[config.mk]
export PLATFORM = sky130hd
export DESIGN_NAME = pe_feeder
export DESIGN_NICKNAME = d
export VERILOG_FILES = /design/src/rtl/pe_feeder.sv
export SDC_FILE = /design/constraint.sdc
export NUM_CORES = 1
export LEC_CHECK = 0
export ABC_CLOCK_PERIOD_IN_PS = 5600
export CAP_MARGIN = 10
export CORE_MARGIN = 8
export CORE_UTILIZATION = 60
export CTS_BUF_LIST = sky130_fd_sc_hd__clkbuf_8
export CTS_CLUSTER_SIZE = 10
export DETAILED_ROUTE_END_ITERATION = 12
export PLACE_DENSITY = 0.79
export SYNTH_ARGS = -nofsm -noshare
export SYNTH_HDL_FRONTEND = slang
export SYNTH_SLANG_ARGS = --single-unit
[constraint.sdc]
create_clock -name clk -period 5.6 [get_ports clk]
set_input_delay 0.56 -clock clk [delete_from_list [all_inputs] [get_ports clk]]
set_output_delay 0.56 -clock clk [all_outputs]
set_load 0.05 [all_outputs]
[src/rtl/pe_feeder.sv]
// pe_feeder: sequences image/filter scratchpad reads into a PE MAC,
// issuing accumulator clear, MAC enables, result-slot stores and
// 4-result word writes for a run of num_out outputs.
//
// Ports:
//   clk, rst            clock, async active-high reset
//   start               one-cycle run request (ignored while busy)
//   filt_len, num_out   MAC terms per output, outputs per run
//   stride, img_len     image base step per output, valid image bytes
//   img_wr_*, flt_wr_*  scratchpad load ports (accepted only when idle)
//   img_pixel,
//   filter_value        MAC operands (0 outside MAC)
//   rst_acc, acc_en,
//   res_buffer_en,
//   wr_en               PE controls
//   res_index, wr_adr   result slot / word address (0 when unused)
//   busy, done          run in progress, one-cycle completion pulse
//
// Build option: define PE_FEEDER_ZERO_PAD_EN to read image addresses
// at or beyond img_len as 0; otherwise addresses wrap mod IMG_DEPTH.

module pe_feeder #(
    parameter int IMG_DEPTH = 64,
    parameter int FLT_DEPTH = 16
) (
    input  logic       clk,
    input  logic       rst,
    input  logic       start,
    input  logic [7:0] filt_len,
    input  logic [7:0] num_out,
    input  logic [7:0] stride,
    input  logic [7:0] img_len,
    input  logic       img_wr_en,
    input  logic [7:0] img_wr_adr,
    input  logic [7:0] img_wr_data,
    input  logic       flt_wr_en,
    input  logic [7:0] flt_wr_adr,
    input  logic [7:0] flt_wr_data,
    output logic [7:0] img_pixel,
    output logic [7:0] filter_value,
    output logic       rst_acc,
    output logic       acc_en,
    output logic       res_buffer_en,
    output logic       wr_en,
    output logic [7:0] res_index,
    output logic [7:0] wr_adr,
    output logic       busy,
    output logic       done
);

    localparam int IAW = (IMG_DEPTH > 1) ? $clog2(IMG_DEPTH) : 1;
    localparam int FAW = (FLT_DEPTH > 1) ? $clog2(FLT_DEPTH) : 1;

    typedef enum logic [2:0] {
        S_IDLE,
        S_CLEAR,
        S_MAC,
        S_STORE,
        S_WRITE,
        S_FINISH
    } state_t;

    state_t     state_q, state_d;
    logic [7:0] base_q, base_d;
    logic [7:0] k_q, k_d;
    logic [7:0] out_cnt_q, out_cnt_d;
    logic [7:0] word_cnt_q, word_cnt_d;
    logic [7:0] flen_q, flen_d;
    logic [7:0] nout_q, nout_d;
    logic [7:0] stride_q, stride_d;

    logic [7:0] img_mem [IMG_DEPTH];
    logic [7:0] flt_mem [FLT_DEPTH];

    logic       img_we, flt_we;
    logic [8:0] img_addr;
    logic [7:0] img_rd, flt_rd;
    logic [7:0] out_inc;

`ifdef PE_FEEDER_ZERO_PAD_EN
    logic [7:0] ilen_q, ilen_d;
`else
    logic       unused_img_len;
    assign unused_img_len = ^img_len;
`endif

    // Loads are only honoured between runs so a run sees stable data.
    assign img_we = img_wr_en && (state_q == S_IDLE) &&
                    ({1'b0, img_wr_adr} < 9'(IMG_DEPTH));
    assign flt_we = flt_wr_en && (state_q == S_IDLE) &&
                    ({1'b0, flt_wr_adr} < 9'(FLT_DEPTH));

    always_ff @(posedge clk) begin
        if (img_we) img_mem[IAW'(img_wr_adr)] <= img_wr_data;
        if (flt_we) flt_mem[FAW'(flt_wr_adr)] <= flt_wr_data;
    end

    // 9-bit sum so base+k never wraps before the pad/modulo decision.
    assign img_addr = {1'b0, base_q} + {1'b0, k_q};

    always_comb begin
        img_rd = img_mem[IAW'(img_addr % 9'(IMG_DEPTH))];
`ifdef PE_FEEDER_ZERO_PAD_EN
        if (img_addr >= {1'b0, ilen_q}) img_rd = '0;
`endif
    end

    assign flt_rd = ({1'b0, k_q} < 9'(FLT_DEPTH)) ?
                    flt_mem[FAW'(k_q)] : '0;

    assign out_inc = out_cnt_q + 8'd1;

    always_ff @(posedge clk or posedge rst) begin
        if (rst) begin
            state_q    <= S_IDLE;
            base_q     <= '0;
            k_q        <= '0;
            out_cnt_q  <= '0;
            word_cnt_q <= '0;
            flen_q     <= '0;
            nout_q     <= '0;
            stride_q   <= '0;
`ifdef PE_FEEDER_ZERO_PAD_EN
            ilen_q     <= '0;
`endif
        end else begin
            state_q    <= state_d;
            base_q     <= base_d;
            k_q        <= k_d;
            out_cnt_q  <= out_cnt_d;
            word_cnt_q <= word_cnt_d;
            flen_q     <= flen_d;
            nout_q     <= nout_d;
            stride_q   <= stride_d;
`ifdef PE_FEEDER_ZERO_PAD_EN
            ilen_q     <= ilen_d;
`endif
        end
    end

    always_comb begin
        state_d       = state_q;
        base_d        = base_q;
        k_d           = k_q;
        out_cnt_d     = out_cnt_q;
        word_cnt_d    = word_cnt_q;
        flen_d        = flen_q;
        nout_d        = nout_q;
        stride_d      = stride_q;
`ifdef PE_FEEDER_ZERO_PAD_EN
        ilen_d        = ilen_q;
`endif
        img_pixel     = '0;
        filter_value  = '0;
        rst_acc       = 1'b0;
        acc_en        = 1'b0;
        res_buffer_en = 1'b0;
        wr_en         = 1'b0;
        res_index     = '0;
        wr_adr        = '0;
        busy          = (state_q != S_IDLE);
        done          = 1'b0;

        unique case (state_q)
            S_IDLE: begin
                if (start) begin
                    // Run parameters are captured so mid-run input
                    // changes cannot disturb the sequence.
                    flen_d   = filt_len;
                    nout_d   = num_out;
                    stride_d = stride;
`ifdef PE_FEEDER_ZERO_PAD_EN
                    ilen_d   = img_len;
`endif
                    if (filt_len != 8'd0 && num_out != 8'd0) begin
                        state_d    = S_CLEAR;
                        base_d     = '0;
                        out_cnt_d  = '0;
                        word_cnt_d = '0;
                    end else begin
                        state_d = S_FINISH;
                    end
                end
            end
            S_CLEAR: begin
                rst_acc = 1'b1;
                k_d     = '0;
                state_d = S_MAC;
            end
            S_MAC: begin
                acc_en       = 1'b1;
                img_pixel    = img_rd;
                filter_value = flt_rd;
                if (k_q == flen_q - 8'd1) begin
                    state_d = S_STORE;
                end else begin
                    k_d = k_q + 8'd1;
                end
            end
            S_STORE: begin
                res_buffer_en = 1'b1;
                res_index     = {6'd0, out_cnt_q[1:0]};
                out_cnt_d     = out_inc;
                base_d        = base_q + stride_q;
                // Flush a word on every 4th result or on the last one.
                if (out_inc[1:0] == 2'd0 || out_inc == nout_q) begin
                    state_d = S_WRITE;
                end else begin
                    state_d = S_CLEAR;
                end
            end
            S_WRITE: begin
                wr_en      = 1'b1;
                wr_adr     = word_cnt_q;
                word_cnt_d = word_cnt_q + 8'd1;
                if (out_cnt_q == nout_q) begin
                    state_d = S_FINISH;
                end else begin
                    state_d = S_CLEAR;
                end
            end
            S_FINISH: begin
                done    = 1'b1;
                state_d = S_IDLE;
            end
            default: begin
                state_d = S_IDLE;
            end
        endcase
    end

endmodule

==> results.json, run 1 <==
{
  "synthFlopType": "edfxtp_1",
  "grtUsageMet2_pct": 35.9,
  "crit_cells": 9,
  "detail-route-antenna-nets": 0,
  "synthArstFlopShare_pct": 7.91,
  "p_clk_share_pct": 26.4,
  "cp_max_fo": 26,
  "clk_latency_ps": 710,
  "arrival_ps": 4330,
  "cp_top_family": "adder cells",
  "start_util_pct": 60.9,
  "finalCritPeriodShare_pct": 87.3,
  "holdBufCountCts": 0,
  "path_buf_inv": 2,
  "p_leak_nw": 11.0,
  "min_period_ps": 4890,
  "rsz0062_at_grt": "false",
  "rr_worst_depth": 6,
  "met1_usage_pct": 28.8,
  "synthCells": 1464,
  "grt_util_met3_pct": 4.00,
  "crit_start": "base_q[0]$_DFFE_PP0P_",
  "clk_transition_reported_paths_ps": 70,
  "status": "finished clean",
  "synth_warnings": 0,
  "worst_slack_ps": 710,
  "r2r-end": "img_mem[7][3]$_DFFE_PP_",
  "syn_avg_cell_area_sq_um": 19.4,
  "seq_area_frac_synth_pct": 72.5,
  "reg2reg_from": "state_q[2]$_DFFE_PP0P_",
  "wl_per_cell_um": 25.5,
  "die_w_um": 234,
  "max_slew_margin_pct": 15.3,
  "skew_ps": 38.7,
  "port_buffers": 90,
  "place_congestion": 0.830,
  "die_area_sq_um": 54600,
  "reg2reg_slack_ps": 2350,
  "layout-drive-gt1-share_pct": 23.9,
  "dp_slack_ps": 1430,
  "ys_ff_latch": 695,
  "num_vias": 14360,
  "num-nets-final": 1702,
  "crit_type": "flop to output pin",
  "finalHoldViolCount": 0,
  "hpwlAfterDp_mm": 35.5,
  "maxCapViolations": 0,
  "critPathRequiredTime_ps": 5040,
  "fp-row-count": 79,
  "root_buffer": "clkbuf_8",
  "power.density_nw_per_um2": 518,
  "overflow": 0,
  "io_pins": 107,
  "finalSetupViolations": 0,
  "combPwrFrac_pct": 37.7,
  "grt_pass1_vias": 14731,
  "vdd_drop_max_mv": 0.460,
  "slowest_delay_ps": 990,
  "hold_path.class": "input pin to flop",
  "critPathCaptureType": "output pin",
  "path_cells": "ha_4, fa_4, buf_4, mux4_2, mux2i_1, mux2i_1, mux2_2, a22o_1, buf_4",
  "worst-slew-pin-transition_ps": 1270,
  "grt_pass1_wl_mm": 87.7,
  "grtUsageTotal_pct": 21.7,
  "p_sw_share_pct": 32.9,
  "drt-total-wl_mm": 58.9,
  "clockBufferDepth": 3,
  "synthesis.area_sq_um": 28400,
  "crit_end": "img_pixel[2]",
  "clock_sinks": 695,
  "grt_max_degree": 65,
  "crit_slowest_cell": "fa_4",
  "cts_inserted_buffers": 107,
  "worst_setup_path_start_kind": "flop",
  "cts-htree-levels": 3,
  "cts_setup_buffers": 0,
  "die_y_um": 234,
  "grt_busiest_layer": "met2",
  "grt_antenna_before_repair": 0,
  "first_pass_iters": 5,
  "diodes": 0,
  "routed_via_density": 6.21,
  "slew_violations": 0,
  "drt_iter0_drc": 1159,
  "netlist-cell-type-count": 53,
  "fp.coreArea_sq_um": 46700,
  "synth-edff-count": 640,
  "final_util_pct": 69.1,
  "cts_tree": "built",
  "drc": 0,
  "sequentialPowerShare_pct": 35.9,
  "area_delta_synth_final_pct": 13.4,
  "timing.setup.tns_ps": 0,
  "timing.hold.ws_ps": 305,
  "p_sw_mw": 5.48,
  "max_freq_mhz": 205,
  "p_int_mw": 11.2,
  "ctsResizeCount": 0
}
==> synthesized netlist by cell type, types with 12 or more instances <==
cell type	n	area (sq um)
mux2i_1	104	1040
nand2_1	44	165
dfrtp_1	55	1380
ha_1	14	175
edfxtp_1	640	19200
nor2_1	106	398
o21ai_0	29	145
xnor2_1	23	201
mux2_2	36	405
buf_4	14	105
nor3_1	15	75.1
buf_1	12	45.0
mux4_2	168	3780
xor2_1	12	105
buf_2	22	110
and3_1	21	131
clkbuf_1	26	97.6
==> worst min path at each step <==
stage                                  start                        to  slack (ps)  cells past startpoint
global placement    out_cnt_q[7]$_DFFE_PP0P_  out_cnt_q[7]$_DFFE_PP0P_         490                      1
CTS                                      rst     flen_q[5]$_DFFE_PP0P_         370                      3
global route                  img_wr_data[2]  img_mem[14][2]$_DFFE_PP_         300                      1
finish                        img_wr_data[2]  img_mem[20][2]$_DFFE_PP_         300                      1
detailed placement  out_cnt_q[7]$_DFFE_PP0P_  out_cnt_q[7]$_DFFE_PP0P_         510                      1
floorplan           out_cnt_q[7]$_DFFE_PP0P_  out_cnt_q[7]$_DFFE_PP0P_         470                      1
==> registers in the layout (all words and copies together), names as in the netlist <==
signal and count:
base_q 6, flen_q 8, flt_mem 128, img_mem 512, k_q 8, nout_q 8, out_cnt_q 8, state_q 3
stride_q 6, word_cnt_q 8
==> cell families after synthesis <==
group,synth area share (%)
other,0.0132
DFF,72.5
AOI/OAI and AO/OA,1.74
adders and majority gates,0.757
xor gates and xnor gates,1.14
muxes,18.4
and+or+nand+nor,4.06
buffers and inverters,1.42
==> cells in the final DEF, fill, tap and decap left out, types with 4 or more instances in the layout <==
cell type / n
a21oi_1: 9
a22o_1: 11
and2_1: 7
and3_1: 21
buf_12: 6
buf_2: 8
buf_4: 25
bufinv_16: 12
clkbuf_8: 115
clkdlybuf4s50_1: 74
clkinv_1: 25
clkinv_2: 19
conb_1: 6
dfrtp_1: 54
edfxtp_1: 640
ha_1: 13
inv_1: 30
mux2_2: 36
mux2i_1: 104
mux4_2: 168
nand2_1: 44
nand2b_1: 5
nand3_1: 11
nand3b_1: 4
nand4_1: 4
nor2_1: 106
nor2b_1: 6
nor3_1: 15
nor4_1: 10
o211ai_1: 4
o21ai_0: 29
or3_1: 4
xnor2_1: 21
xor2_1: 12
==> power groups by stage <==
stage,logic (mW),clock network [mW],registers [mW]
global placement,6.18,0,6.08
floorplan,4.67,0,6.02
finish,6.28,4.41,5.98
detailed placement,6.29,0,6.09
global route,6.68,4.66,6.00
CTS,6.33,4.46,5.98
==> area by class of cell <==
cell class | instances | area (sq um)
clock buffers | 115 | 1580
clock inverters | 81 | 672
fillers | 2862 | 14400
inverters | 12 | 45.0
multi-input cells | 688 | 7470
flip-flops and latches | 695 | 20600
well taps | 607 | 759
repair buffers | 113 | 1090
==> through the flow <==
stage	area, sq um	power, mW	std cells
2_1_floorplan	28400	10.7	1469
3_3_place_gp	29900	12.3	2112
3_5_place_dp	29900	12.4	2112
4_1_cts	32200	16.8	2308
5_1_grt	32200	17.3	2311
6_report	32200	16.7	2311
==> per-layer routing <==
layer	routed length (um)	vias to the layer above	part of all wire, %
li1	-	6251	-
met1	23100	7412	39
met2	29900	571	51
met3	4120	126	7.0
met4	1840	0	3.1
met5	0	-	0
Note: power is estimated with default switching activity, not from simulation.
==> inputs of run 2 (changes only) <==
--- a/config.mk
+++ b/config.mk
@@ -13,6 +13,7 @@
 export CTS_CLUSTER_SIZE = 10
 export DETAILED_ROUTE_END_ITERATION = 12
 export PLACE_DENSITY = 0.79
+export SLEW_MARGIN = 20
 export SYNTH_ARGS = -nofsm -noshare
 export SYNTH_HDL_FRONTEND = slang
 export SYNTH_SLANG_ARGS = --single-unit
==> run 2 against run 1 <==
Effect of this change: register-to-register slack hardly changed; highest routed layer unchanged; sequential power hardly changed; worst setup slack worse by 17 ps; worst hold slack better by 89 ps; clock skew is 6.0 ps higher; clock power is 12% lower; sequential cell count stayed put; critical path type unchanged; first-iteration DRC count is 2.4% higher.
==> results.json, run 2 (synthesized netlist as in run 1, its figures left out) <==
{
  "cts_setup_buffers": 0,
  "max_freq_mhz": 204,
  "overflow": 0,
  "drt_iter0_drc": 1187,
  "min_period_ps": 4910,
  "p_leak_nw": 10.9,
  "cts_inserted_buffers": 104,
  "fp.coreArea_sq_um": 46700,
  "fp-row-count": 79,
  "grt_pass1_wl_mm": 87.4,
  "reg.largest.list": "img_mem: 512 flops, flt_mem: 128 flops",
  "port_buffers": 90,
  "routed_via_density": 6.25,
  "cp_max_fo": 28,
  "hold_path.class": "input pin to async pin",
  "p_sw_share_pct": 33.7,
  "max_slew_margin_pct": 39.8,
  "p_int_mw": 10.7,
  "place_area_sq_um": 29900,
  "worst-slew-pin-transition_ps": 900,
  "worst_slack_ps": 694,
  "first_pass_iters": 7,
  "slew_violations": 0,
  "fin_area_sq_um": 31900,
  "top_register": "img_mem",
  "layout_common_cells": "edfxtp_1, mux4_2, clkbuf_8, nor2_1, mux2i_1",
  "clock_sinks": 695,
  "dp_slack_ps": 1440,
  "grtUsageTotal_pct": 21.6,
  "sequentialPowerShare_pct": 37.1,
  "clk_latency_ps": 710,
  "start_util_pct": 60.9,
  "die_w_um": 234,
  "drc": 0,
  "maxCapViolations": 0,
  "seq_area_sq_um": 20600,
  "detail-route-antenna-nets": 0,
  "clk_transition_reported_paths_ps": 60,
  "hpwlAfterDp_mm": 35.6,
  "cts_tree": "built",
  "layout-drive-gt1-share_pct": 23.0,
  "timing.hold.ws_ps": 394,
  "p_clk_share_pct": 24.1,
  "num-nets-final": 1696,
  "holdBufCountCts": 0,
  "clockBufferDepth": 3,
  "final_common_cell": "edfxtp_1",
  "finalSetupViolations": 0,
  "fillCellCount": 2874,
  "drt-total-wl_mm": 58.5,
  "place_congestion": 0.830,
  "power.density_nw_per_um2": 506,
  "crit_type": "flop to output pin",
  "status": "finished clean",
  "p_sw_mw": 5.43,
  "io_pins": 107,
  "area_delta_synth_final_pct": 12.3,
  "grt_antenna_before_repair": 1,
  "critPathRequiredTime_ps": 5040,
  "combPwrFrac_pct": 38.8,
  "critPathCaptureType": "output pin",
  "arrival_ps": 4350,
  "multi_input_area_sq_um": 7490,
  "die_y_um": 234,
  "wl_per_cell_um": 25.4,
  "rsz0062_at_grt": "false",
  "num_vias": 14411,
  "die_area_sq_um": 54600,
  "finalHoldViolCount": 0,
  "cts-htree-levels": 3,
  "worst_setup_path_start_kind": "flop",
  "final_util_pct": 68.4,
  "ctsResizeCount": 0,
  "skew_ps": 44.7,
  "grt_max_degree": 65,
  "grt_pass1_vias": 14586,
  "timing.setup.tns_ps": 0,
  "root_buffer": "clkbuf_8",
  "vdd_drop_max_mv": 0.438,
  "finalCritPeriodShare_pct": 87.6,
  "largest_reg_flops": 512
}
run 2: cell count changes in the layout (fill, tap and decap cells not counted), sizes merged:
cell,before,now
buf,39,36
clkbuf,115,110
clkinvlp,3,1
diode,0,1
bufinv,12,3
inv,33,47
run 2: routing by layer:
metal	share of wire, %	GRT usage, %
met3	7.3	4.86
met2	50	35.3
met5	0	0
met1	40	28.6
met4	2.8	7.85
run 2: area by class of cell:
type	instances	area share, %
multi-input combinational	688	23.5
antenna	1	0.00784
timing repair buffer	110	3.28
clock inverter	84	1.44
inverter	12	0.141
sequential	695	64.5
tap	607	2.38
clock buffer	110	4.74
run 2: stage by stage:
stage / instances / total power [mW]
after global routing: 2307 / 16.8
final: 2307 / 16.1
after floorplan: 1469 / 10.7
after CTS: 2306 / 16.2
after global placement: 2112 / 12.3
after detailed placement: 2112 / 12.4
run 2: critical path, cell delays in order, from the launching register on:
cell and delay, ps:
dfrtp_1 460, ha_4 200, fa_4 990, buf_4 440, mux4_2 370, mux2i_1 310, mux2i_1 130, mux2_2 300
a22o_1 220, buf_4 200
run 2: power groups by stage:
stage | logic, mW | registers [mW] | clock network (mW)
after detailed placement | 6.28 | 6.09 | 0
final | 6.27 | 5.98 | 3.89
after global routing | 6.66 | 6.00 | 4.17
after floorplan | 4.67 | 6.02 | 0
after global placement | 6.18 | 6.08 | 0
after CTS | 6.32 | 5.98 | 3.95
run 2: worst paths after layout:
| check | startpoint | depth (start not counted) | slack [ps] | endpoint |
|---|---|---|---|---|
| min in group clk | img_wr_data[2] | 1 | 430 | img_mem[14][2]$_DFFE_PP_ |
| max | base_q[0]$_DFFE_PP0P_ | 9 | 690 | img_pixel[2] |
| max in group asynchronous | rst | 3 | 4720 | k_q[0]$_DFFE_PP0P_ |
| min reg2reg | out_cnt_q[7]$_DFFE_PP0P_ | 1 | 510 | out_cnt_q[7]$_DFFE_PP0P_ |
| min | rst | 3 | 390 | flen_q[5]$_DFFE_PP0P_ |
| max reg2reg | state_q[2]$_DFFE_PP0P_ | 6 | 2350 | img_mem[54][1]$_DFFE_PP_ |
